## config.mk

```make
export PLATFORM = sky130hd
export DESIGN_NAME = mem_port_arbiter
export DESIGN_NICKNAME = d
export VERILOG_FILES = /design/src/rtl/mem_port_arbiter.sv
export SDC_FILE = /design/constraint.sdc
export NUM_CORES = 1
export LEC_CHECK = 0
export BUFFER_PORTS_ARGS = -buffer_cell sky130_fd_sc_hd__buf_2
export CORE_UTILIZATION = 47
export DETAILED_ROUTE_END_ITERATION = 7
export PLACE_DENSITY = 0.88
export SETUP_SLACK_MARGIN = 0.3
export SLEW_MARGIN = 10
export SYNTH_ARGS = -nofsm -noshare
export SYNTH_HDL_FRONTEND = slang
export SYNTH_SLANG_ARGS = --single-unit
```

## constraint.sdc

```tcl
create_clock -name clk -period 2.38 [get_ports clk]
set_clock_uncertainty 0.05 [all_clocks]
set_input_delay 0 -clock clk [delete_from_list [all_inputs] [get_ports clk]]
set_output_delay 0 -clock clk [all_outputs]
set_load 0.01 [all_outputs]
```

## src/rtl/mem_port_arbiter.sv

```systemverilog
// mem_port_arbiter: shares one memory port between IF fetches and MEM loads/stores
module mem_port_arbiter #(
  parameter int ADDR_W = 32,
  parameter int DATA_W = 32,
  parameter int MEM_LAT = 2,
  parameter int STARVE_MAX = 4
) (
  input  logic              clk,
  input  logic              rst,
  input  logic              if_req,
  input  logic [ADDR_W-1:0] if_addr,
  output logic [DATA_W-1:0] if_rdata,
  output logic              if_ready,
  input  logic              mem_re,
  input  logic              mem_we,
  input  logic [ADDR_W-1:0] mem_addr,
  input  logic [DATA_W-1:0] mem_wdata,
  output logic [DATA_W-1:0] mem_rdata,
  output logic              mem_ready,
  output logic              ram_en,
  output logic              ram_we,
  output logic [ADDR_W-1:0] ram_addr,
  output logic [DATA_W-1:0] ram_wdata,
  input  logic [DATA_W-1:0] ram_rdata,
  output logic              stall_if,
  output logic              stall_mem
);
  localparam int CW = $clog2(MEM_LAT + 1);
  localparam int SW = $clog2(STARVE_MAX + 1);
  typedef enum logic [1:0] {IDLE, ISSUE, WAIT, DONE} state_t;
  state_t state, state_nx;
  logic          own_mem, lat_we, mem_any, grant, grant_if, starved;
  logic [CW-1:0] lat_cnt;
  logic [SW-1:0] starve_cnt;
  assign mem_any   = mem_re | mem_we;
  assign starved   = starve_cnt == SW'(STARVE_MAX);
  assign grant     = state == IDLE && (mem_any || if_req);
  assign grant_if  = if_req & (~mem_any | starved);
  assign if_ready  = state == DONE && !own_mem;
  assign mem_ready = state == DONE && own_mem;
  assign stall_if  = if_req & ~if_ready;
  assign stall_mem = mem_any & ~mem_ready;
  always_comb begin
    state_nx = state;
    case (state)
      IDLE:    state_nx = grant ? ISSUE : IDLE;
      ISSUE:   state_nx = lat_we ? DONE : WAIT;
      WAIT:    state_nx = lat_cnt == '0 ? DONE : WAIT;
      default: state_nx = IDLE;
    endcase
  end
  // ram_addr/ram_wdata double as the latched request; they hold until the next grant
  always_ff @(posedge clk or negedge rst) begin
    if (!rst) begin
      state      <= IDLE;
      own_mem    <= 1'b0;
      lat_we     <= 1'b0;
      lat_cnt    <= '0;
      starve_cnt <= '0;
      ram_en     <= 1'b0;
      ram_we     <= 1'b0;
      ram_addr   <= '0;
      ram_wdata  <= '0;
      if_rdata   <= '0;
      mem_rdata  <= '0;
    end else begin
      state  <= state_nx;
      ram_en <= grant;
      ram_we <= grant && !grant_if && mem_we;
      if (grant) begin
        own_mem   <= ~grant_if;
        lat_we    <= ~grant_if & mem_we;
        ram_addr  <= grant_if ? if_addr : mem_addr;
        ram_wdata <= mem_wdata;
      end
      if (state == IDLE)
        starve_cnt <= (grant_if || !if_req) ? '0 : (mem_any && !starved) ? starve_cnt + SW'(1) : starve_cnt;
      if (state == ISSUE) lat_cnt <= CW'(MEM_LAT - 1);
      else if (state == WAIT && lat_cnt != '0) lat_cnt <= lat_cnt - CW'(1);
      if (state == WAIT && lat_cnt == '0) begin
        if (own_mem) mem_rdata <= ram_rdata;
        else if_rdata <= ram_rdata;
      end
    end
  end
endmodule

```

* Word-level counts from Yosys, hierarchy flattened
Index checks and enable logic that the tools add are counted.
** Word-level totals
- Bits in registers :: 139
- Input bits :: 133
- Output and inout bits :: 134
- Logic and storage cells :: 59
** Cells by class
- Add/subtract/negate cells :: 2
- Equality and inequality tests :: 4
- Mux-type cells :: 9
- Bitwise operators :: 11
- Reduce and logical (&&, ||, !) cells :: 22
** Operator list (number)
- $mux 32 :: 1
- $logic_and 1x1->1 :: 8
- $mux 3 :: 2
- $pmux 2 s3 :: 1
- $reduce_and 2->1 :: 3
- $reduce_bool 2->1 :: 3
- $not 1->1 :: 5
- $and 1x1->1 :: 4
- $eq 2x2->1 const B :: 2
- $logic_not 1->1 :: 4
- $logic_not 2->1 :: 2
- $mux 2 :: 2
- $add 3x1->3 const B :: 1
- $eq 3x3->1 const B :: 1
- $mux 1 :: 3
- $eq 2x1->1 const B :: 1
- $logic_or 1x1->1 :: 2
- $or 1x1->1 :: 2
- $sub 2x1->2 const B :: 1

* Longest topological paths before layout
Gate-level depths: netlist of run 1.
- Word-level depth :: 7
- Gate-level depth with buffers :: 7
- Mapped depth without buffers :: 5

* Worst setup path before layout of run 1
OpenSTA, ideal clock, no wires.
- Path type :: reg-to-reg
- Start :: register state[0]
- End :: register ram_wdata[10]
- Setup time :: 0.125 ns
- Arrival time :: 1.533 ns
- Data required time :: 2.205 ns
- Path slack :: 0.672 ns
- Cell stages (with the launch flop) :: 7
- Buffers on the path :: 2
- Period minus slack after synthesis :: 1.708 ns
- Cell sequence :: dfrtp_1 inv_1 ha_1 o31a_1 buf_2 buf_6 mux2_4
** On the way
- Longest elaborated chain between the ends :: 2
** Ends and longest elaborated chain
- from (decl) :: line 31 : state_t state, state_nx;
- from (signal assigned) :: line 67 : state <= state_nx;
- $logic_not 2->1 :: line 37 : assign grant = state == IDLE && (mem_any || if_req);
- $logic_and 1x1->1 :: line 37
- to (signal assigned) :: line 74 : ram_wdata <= mem_wdata;
- to (decl) :: line 23 : output logic [DATA_W-1:0] ram_wdata,
Every way passes these cells.
A chain may end at the register's enable or synchronous reset.

* Worst setup path in the final report of run 1
- Start :: register state[0]
- End :: register ram_wdata[0]
The elaborated chain is that of the path after synthesis.

==> flow_summary.json, run 1 <==
{
  "status": "complete, no violations",
  "numCtsBuffers": 17,
  "relSlewSlack_pct": 35.3,
  "antenna_left": 0,
  "grt_pass1_vias": 5832,
  "drive_gt1_share_pct": 47.7,
  "worstMarginPinSlew_ps": 970,
  "synth_fp_nets": 581,
  "wl_mm": 18.3,
  "firstDrtPassIters": 7,
  "top_usage_layer": "met2",
  "use_met2_pct": 52.5,
  "grt.met3_usage_pct": 7.61,
  "die_w_um": 113,
  "crit_type": "reg2reg",
  "p_total_mw": 11.5,
  "ys_seq_area_share_pct": 60.3,
  "min_path_type": "in2async",
  "num_vias": 5406,
  "fin_nets": 979,
  "dieArea_mm2": 0.0127,
  "setup_tns_ps": 0,
  "drv_slew": 0,
  "rows": 40,
  "hold_viol": 0,
  "grt_first_pass_wirelength_mm": 29.0,
  "cts_tree": "yes",
  "crit_required_ps": 2620,
  "fin_area_mm2": 0.00916,
  "final_cells": 1000,
  "num_io_pins": 267,
  "setup_viol": 0,
  "synthTopCellsByCount": "dfrtp_1, mux2_2, nor2_1",
  "clock_sinks": 139,
  "start_util_pct": 48.2,
  "synth_seq_cells": 139,
  "core_mm2": 0.0120,
  "reg2reg_slack_ps": 420,
  "endpoint_kind": "register",
  "drt_iter0_drc": 405,
  "insertion_delay_ps": 410,
  "netlist_area_mm2": 0.00576,
  "wl_per_cell_um": 18.3,
  "clk_pin_slew_ps": 60,
  "max_freq_mhz": 511,
  "htree_levels": 4,
  "arrival_ps": 2200,
  "synthCells": 441,
  "ys_types": 31,
  "rsz0062_at_grt": "no",
  "synth-main-ff-cell": "dfrtp_1",
  "met1_usage_pct": 31.6,
  "portBuffers": 266,
  "yosys-top-cells-area": "dfrtp_1, mux2_2, mux2_4, a31oi_1, nand3_1",
  "grt.total_usage_pct": 29.9,
  "cts_root_buffer": "clkbuf_16",
  "yosysWarnings": 0,
  "dp_hpwl_mm": 9.91,
  "area_growth_pct": 58.9,
  "cts_setup_buffers": 0,
  "path_buf_inv": 2,
  "maxCapViolations": 0,
  "placed_area_mm2": 0.00723,
  "clockBufferDepth": 2,
  "vias_per_cell": 5.41,
  "min_period_over_period_pct": 82.3,
  "finalCriticalPeriod_ps": 1960,
  "syn_avg_cell_area_um2": 13.1,
  "cpPeakStageDelay_ps": 410,
  "total_leakage_power_nw": 4.33,
  "place.gp.congestion": 0.770,
  "yosys.area.top_type": "dfrtp_1",
  "synthMostInstantiatedCell": "dfrtp_1",
  "crit_family": "buffers and inverters",
  "vdd_drop_max_mv": 0.654,
  "antenna_found_initial": 2,
  "cp_slowest_cell": "dfrtp_1",
  "grt_overflow": 0,
  "powerDensity_mw_per_mm2": 1260,
  "crit_chain": "inv_1, ha_1, o31a_2, buf_12, mux2_2",
  "grt_start_max_net_pins": 80,
  "cp_max_fo": 79,
  "yosysTopAreaCellShare_pct": 60.3,
  "hold_ws_ps": 73.8,
  "async_flop_share_pct": 100,
  "place_inst": 835,
  "cp-start-kind": "register",
  "fp.dieH_um": 113,
  "drcViolationCount": 0,
  "synth_edf_count": 0
}
==> routing by layer <==
layer	routed length (µm)	part of all wire (%)
met1	6340	35
met2	9440	52
met3	1460	8.0
met4	1070	5.9
met5	0	0
==> worst paths after layout <==
kind / cells after the start / endpoint / startpoint
max: 5 / ram_wdata[0]$_DFFE_PN0P_ / state[0]$_DFF_PN0_
min: 2 / ram_wdata[5]$_DFFE_PN0P_ / rst
max reg2reg: 5 / ram_wdata[0]$_DFFE_PN0P_ / state[0]$_DFF_PN0_
min reg2reg: 1 / mem_rdata[29]$_DFFE_PN0P_ / mem_rdata[29]$_DFFE_PN0P_
max in group asynchronous: 3 / if_rdata[18]$_DFFE_PN0P_ / rst
min in group clk: 3 / ram_wdata[29]$_DFFE_PN0P_ / mem_wdata[29]
==> stage by stage <==
stage / setup slack (ps) / utilization [%]
after global routing: 330 / 76.6
after CTS: 441 / 76.4
final: 422 / 76.6
after detailed placement: 456 / 60.5
after global placement: 552 / 60.5
after floorplan: 672 / -
==> layout make-up <==
class | instances | area (µm²)
diodes | 2 | 5.00
clock buffers | 22 | 474
clock inverters | 9 | 114
fillers | 670 | 2800
inverters | 9 | 33.8
multi-input cells | 263 | 2100
flip-flops and latches | 139 | 3480
well taps | 147 | 184
repair buffers | 409 | 2770
==> power by group <==
part | switching, mW | leakage (nW) | internal (mW)
Clock | 0.969 | 0.279 | 1.62
Combinational | 2.33 | 2.44 | 2.34
Sequential | 0.688 | 1.61 | 3.58
Total | 3.99 | 4.33 | 7.54
==> cells by family after synthesis <==
family                   after synthesis  share of synthesized area, %
buffers and inverters                 39                          3.49
AND/OR/NAND/NOR                       82                          6.38
multiplexers                          96                          20.1
flip-flops                           139                          60.3
XOR/XNOR                               1                         0.152
AO/OA/AOI/OAI                         77                          8.05
adder cells (fa/ha/maj)                7                          1.52
==> cells in the final DEF, fill, tap and decap left out, types with 2 or more instances in the layout <==
cell type,instances
a31oi_1,32
buf_12,2
buf_2,265
buf_4,9
bufinv_16,2
clkbuf_1,2
clkbuf_16,17
clkbuf_8,3
clkinv_4,2
clkinvlp_4,3
dfrtp_1,139
diode_2,2
dlygate4sd3_1,132
ha_1,7
inv_1,9
mux2_2,76
mux2_4,20
nand2_1,4
nand3_1,34
nor2_1,37
nor2b_1,3
o21ai_0,32
o21ai_1,3
o22ai_1,2
==> state kept, by name, indices dropped and copies added (netlist names), 2 cells and up <==
name	count
mem_rdata	32
if_rdata	32
starve_cnt	3
state	2
lat_cnt	2
ram_addr	32
ram_wdata	32
==> what timing repair did <==
| action | in CTS | in global routing |
|---|---|---|
| setup endpoints to repair | 0 | 2 |
| endpoints found under the hold margin | 249 | 0 |
| gates resized for setup | 0 | 1 |
| hold buffers | 132 | 0 |
No activity file was read; power rests on OpenSTA's default activity.
==> inputs of run 2 (changes only) <==
Clock period 2.38 ns to 1.9 ns, I/O delays scaled along.
==> flow_summary.json, run 2 (same netlist as run 1, synthesis figures left out) <==
{
  "status": "complete, no violations",
  "total_leakage_power_nw": 4.55,
  "place.gp.congestion": 0.797,
  "insertion_delay_ps": 410,
  "num_vias": 5640,
  "hold_viol": 0,
  "cp_max_fo": 6,
  "rsz0062_at_grt": "yes",
  "m1WireLength_mm": 7.29,
  "wl_mm": 21.0,
  "arrival_ps": 1890,
  "drive_gt1_share_pct": 50.8,
  "p_seq_share_pct": 34.0,
  "grt_overflow": 0,
  "cts_root_buffer": "clkbuf_16",
  "cts_tree": "yes",
  "antenna_left": 0,
  "swShare_pct": 34.9,
  "grt.total_usage_pct": 32.0,
  "setup_tns_ps": 0,
  "core_mm2": 0.0120,
  "crit_family": "flip-flops",
  "drcViolationCount": 0,
  "n_fill_cell": 598,
  "crit_type": "reg2reg",
  "worstMarginPinSlew_ps": 581,
  "place_inst": 841,
  "grt_pass1_vias": 5917,
  "p_int_mw": 10.3,
  "wl_per_cell_um": 20.6,
  "drv_slew": 0,
  "crit_required_ps": 2150,
  "grt_first_pass_wirelength_mm": 30.8,
  "min_path_type": "in2reg",
  "p_switching_mw": 5.53,
  "final_common_cell": "buf_2",
  "max_freq_mhz": 608,
  "dp_hpwl_mm": 10.4,
  "relSlewSlack_pct": 61.3,
  "whs_path_depth": 3,
  "vias_per_cell": 5.53,
  "firstDrtPassIters": 5,
  "postLayoutCoreUtil_pct": 80.8,
  "cp_slowest_cell": "dfrtp_1",
  "final_cell_mix": "buf_2, dfrtp_1, dlygate4sd3_1",
  "grt_start_max_net_pins": 63,
  "maxCapViolations": 0,
  "portBuffers": 266,
  "die_w_um": 113,
  "clock_sinks": 139,
  "rows": 40,
  "antenna_found_initial": 1,
  "crit_chain": "inv_2, ha_4, o31a_4, buf_6, clkbuf_16, mux2_4",
  "path_buf_inv": 3,
  "fp.dieH_um": 113,
  "clkPwrFrac_pct": 23.0,
  "clockBufferDepth": 2,
  "vdd_drop_max_mv": 0.956,
  "cp_num_cells": 6,
  "numCtsBuffers": 17,
  "setup_viol": 0,
  "wl_met2_mm": 10.9,
  "worst-r2r-cell-count": 6,
  "endpoint_kind": "register",
  "start_util_pct": 48.2,
  "area_growth_pct": 67.6,
  "htree_levels": 4,
  "dieArea_mm2": 0.0127,
  "finalCriticalPeriod_ps": 1650,
  "wl_met3_mm": 1.62,
  "highest_layer": "met4",
  "fin_nets": 999,
  "powerDensity_mw_per_mm2": 1640,
  "combPwrFrac_pct": 43.0,
  "drt_iter0_drc": 414,
  "final_cells": 1020,
  "min_period_over_period_pct": 86.6,
  "num_io_pins": 267,
  "clk_pin_slew_ps": 60,
  "cpPeakStageDelay_ps": 400,
  "cp-start-kind": "register"
}
## run 2: cell type report
type | count | area [µm²] | area share (%)
tap | 147 | 184 | 1.90
clock buffer | 17 | 425 | 4.40
sequential | 139 | 3480 | 36.0
multi-input combinational | 263 | 2200 | 22.7
antenna | 1 | 2.50 | 0.0259
timing repair buffer | 429 | 3120 | 32.3
inverter | 9 | 33.8 | 0.350
clock inverter | 15 | 223 | 2.31
## run 2: path summary, 6_finish.rpt
check                                             to  slack (ps)                    start
max                        ram_wdata[14]$_DFFE_PN0P_         250       state[1]$_DFF_PN0_
min                        starve_cnt[2]$_DFFE_PN0P_          80                   mem_re
max reg2reg                ram_wdata[14]$_DFFE_PN0P_         250       state[1]$_DFF_PN0_
min reg2reg                  if_rdata[8]$_DFFE_PN0P_         450  if_rdata[8]$_DFFE_PN0P_
max in group asynchronous  ram_wdata[25]$_DFFE_PN0P_        1060                      rst
min in group asynchronous    if_rdata[1]$_DFFE_PN0P_          90                      rst
## run 2: per-layer routing
layer	GRT usage, %	vias to the layer above
met4	20.8	0
met2	57.1	371
met5	0	-
li1	-	2423
met3	8.30	109
met1	33.4	2737
## run 2: through the flow
| step | total power [mW] | hold slack (ps) | instance area [µm²] | worst slack, ps |
|---|---|---|---|---|
| finish | 15.9 | 79.1 | 9660 | 255 |
| global route | 16.5 | 101 | 9660 | 191 |
| CTS | 15.0 | 3.25 | 9380 | 213 |
| detailed placement | 10.9 | -24.7 | 7330 | 159 |
| global placement | 10.5 | -39.4 | 7330 | 239 |
| floorplan | 8.63 | -346 | 5790 | 316 |
## run 2: power groups by stage
| stage | sequential [mW] | combinational [mW] | clock [mW] |
|---|---|---|---|
| final | 5.40 | 6.81 | 3.65 |
| after global routing | 5.52 | 7.20 | 3.81 |
| after CTS | 5.29 | 6.06 | 3.65 |
| after global placement | 5.19 | 5.36 | 0 |
| after floorplan | 5.90 | 2.73 | 0 |
| after detailed placement | 5.30 | 5.60 | 0 |
## run 2: timing repair
item / in CTS / in global routing
hold buffers: 130 / 0
gates resized for setup: 10 / 27
pin swaps: 0 / 1
gates cloned: 2 / 8
setup endpoints to repair: 122 / 131
buffers inserted: 0 / 6
endpoints found under the hold margin: 253 / 0
## run 2: worst reg2reg max path: cells and delay by family (launching register included)
family                     cells  cell delay (ps)
muxes                          1              300
adders and majority gates      1              170
AOI/OAI and AO/OA              1              220
DFF                            1              400
buffers and inverters          3              390
==> inputs of run 3 (changes only) <==
Settings changed: CORE_ASPECT_RATIO set to 1.2, TNS_END_PERCENT set to 10.
==> flow_summary.json, run 3 (same netlist as run 1, synthesis figures left out) <==
{
  "core_mm2": 0.0117,
  "cts_root_buffer": "clkbuf_16",
  "clockBufferDepth": 2,
  "crit_type": "reg2reg",
  "total_leakage_power_nw": 4.62,
  "min_path_type": "in2async",
  "drcViolationCount": 0,
  "vdd_drop_max_mv": 0.918,
  "dieArea_mm2": 0.0127,
  "grt_pass1_vias": 5964,
  "area_growth_pct": 70.0,
  "portBuffers": 266,
  "min_period_over_period_pct": 98.8,
  "insertion_delay_ps": 420,
  "firstDrtPassIters": 5,
  "endpoint_kind": "register",
  "dp_hpwl_mm": 10.4,
  "drv_slew": 0,
  "hold_ws_ps": 76.8,
  "place.gp.congestion": 0.790,
  "cpPeakStageDelay_ps": 470,
  "num_io_pins": 267,
  "final_cell_mix": "buf_2, dfrtp_1, dlygate4sd3_1",
  "cp_slowest_cell": "dfrtp_1",
  "grt_first_pass_wirelength_mm": 30.2,
  "cp_max_fo": 13,
  "finalCriticalPeriod_ps": 1880,
  "clock_sinks": 139,
  "postLayoutCoreUtil_pct": 83.6,
  "wl_per_cell_um": 22.8,
  "rsz0062_at_grt": "yes",
  "crit_chain": "inv_2, ha_4, o31a_4, clkbuf_16, buf_8, nor2_1, a31oi_1",
  "drive_gt1_share_pct": 51.6,
  "antenna_found_initial": 2,
  "arrival_ps": 2130,
  "max_freq_mhz": 533,
  "grt_start_max_net_pins": 62,
  "grt_overflow": 0,
  "htree_levels": 4,
  "status": "complete, no violations",
  "crit_required_ps": 2150,
  "relSlewSlack_pct": 61.6,
  "worstMarginPinSlew_ps": 576,
  "setup_viol": 0,
  "numCtsBuffers": 17,
  "antenna_left": 0,
  "hold_viol": 0,
  "rows": 43,
  "drt_iter0_drc": 360,
  "num_vias": 6094,
  "fin_nets": 1015,
  "fp.dieH_um": 123,
  "start_util_pct": 49.1,
  "clk_pin_slew_ps": 70,
  "grt.total_usage_pct": 32.2,
  "cts_tree": "yes",
  "final_common_cell": "buf_2",
  "die_w_um": 103,
  "wl_mm": 23.8,
  "powerDensity_mw_per_mm2": 1650,
  "vias_per_cell": 5.82,
  "maxCapViolations": 0,
  "cp-start-kind": "register"
}
run 3: cell types whose count changed in the layout (fill, tap and decap cells not counted), moves of 2 or more:
cell | previous run | this run
dlygate4sd3_1 | 130 | 132
bufinv_16 | 5 | 1
clkinv_2 | 3 | 0
o21ai_0 | 29 | 31
buf_6 | 9 | 12
clkbuf_16 | 21 | 23
o21ai_1 | 6 | 4
nor2_1 | 37 | 34
buf_4 | 10 | 18
buf_12 | 6 | 8
inv_6 | 1 | 5
nor2_2 | 0 | 2
run 3: metrics by stage:
step	setup TNS, ps	cells	area [µm²]	total power, mW	worst slack, ps
after floorplan	0	441	5790	8.63	316
after global placement	0	851	7340	10.6	218
after detailed placement	0	851	7340	11.0	153
after CTS	0	1016	9280	14.6	240
after global routing	-39.9	1047	9800	16.8	-37.6
final	0	1047	9800	16.2	22.4
run 3: path summary, 6_finish.rpt:
kind,to,depth (start not counted),slack [ps],from
hold reg to reg,mem_rdata[23]$_DFFE_PN0P_,1,450,mem_rdata[23]$_DFFE_PN0P_
hold / removal,ram_wdata[12]$_DFFE_PN0P_,2,80,rst
min in group clk,ram_wdata[22]$_DFFE_PN0P_,3,310,mem_wdata[22]
setup reg to reg,ram_addr[10]$_DFFE_PN0P_,7,20,state[1]$_DFF_PN0_
max in group asynchronous,mem_rdata[15]$_DFFE_PN0P_,3,1060,rst
setup / recovery,ram_addr[10]$_DFFE_PN0P_,7,20,state[1]$_DFF_PN0_
run 3: layout make-up:
| class | instances | area, µm² |
|---|---|---|
| Clock inverter | 13 | 133 |
| Timing Repair Buffer | 445 | 3300 |
| Fill cell | 565 | 1930 |
| Sequential cell | 139 | 3480 |
| Clock buffer | 19 | 443 |
| Multi-Input combinational cell | 263 | 2210 |
| Tap cell | 157 | 196 |
| Inverter | 9 | 33.8 |
| Antenna cell | 2 | 5.00 |
run 3: per-layer routing:
metal  part of all wire (%)  track usage [%]  vias up
met2                     51             57.6      546
met1                     32             33.1     2904
met4                    7.9             19.5        0
met3                    9.9             8.65      197
li1                       -                -     2447
met5                      0                0        -
run 3: critical path, delay by kind of cell (launching register included):
family / cells / cell delay, ps
AOI/OAI and AO/OA: 2 / 540
DFF: 1 / 470
buffers and inverters: 3 / 460
adders and majority gates: 1 / 170
and+or+nand+nor: 1 / 60
run 3: power breakdown:
group | switching, mW | total [mW] | internal (mW)
sequential | 1.00 | 5.48 | 4.48
combinational | 3.57 | 7.42 | 3.85
clock | 1.42 | 3.29 | 1.87
total | 5.99 | 16.2 | 10.2
run 3: timing repair:
action,4_1_cts,5_1_grt
endpoints found under the setup margin,124,131
buffers inserted,0,19
gates cloned,1,10
hold endpoints to repair,272,0
gates resized for setup,5,40
pin swaps,0,3
hold buffers,132,0
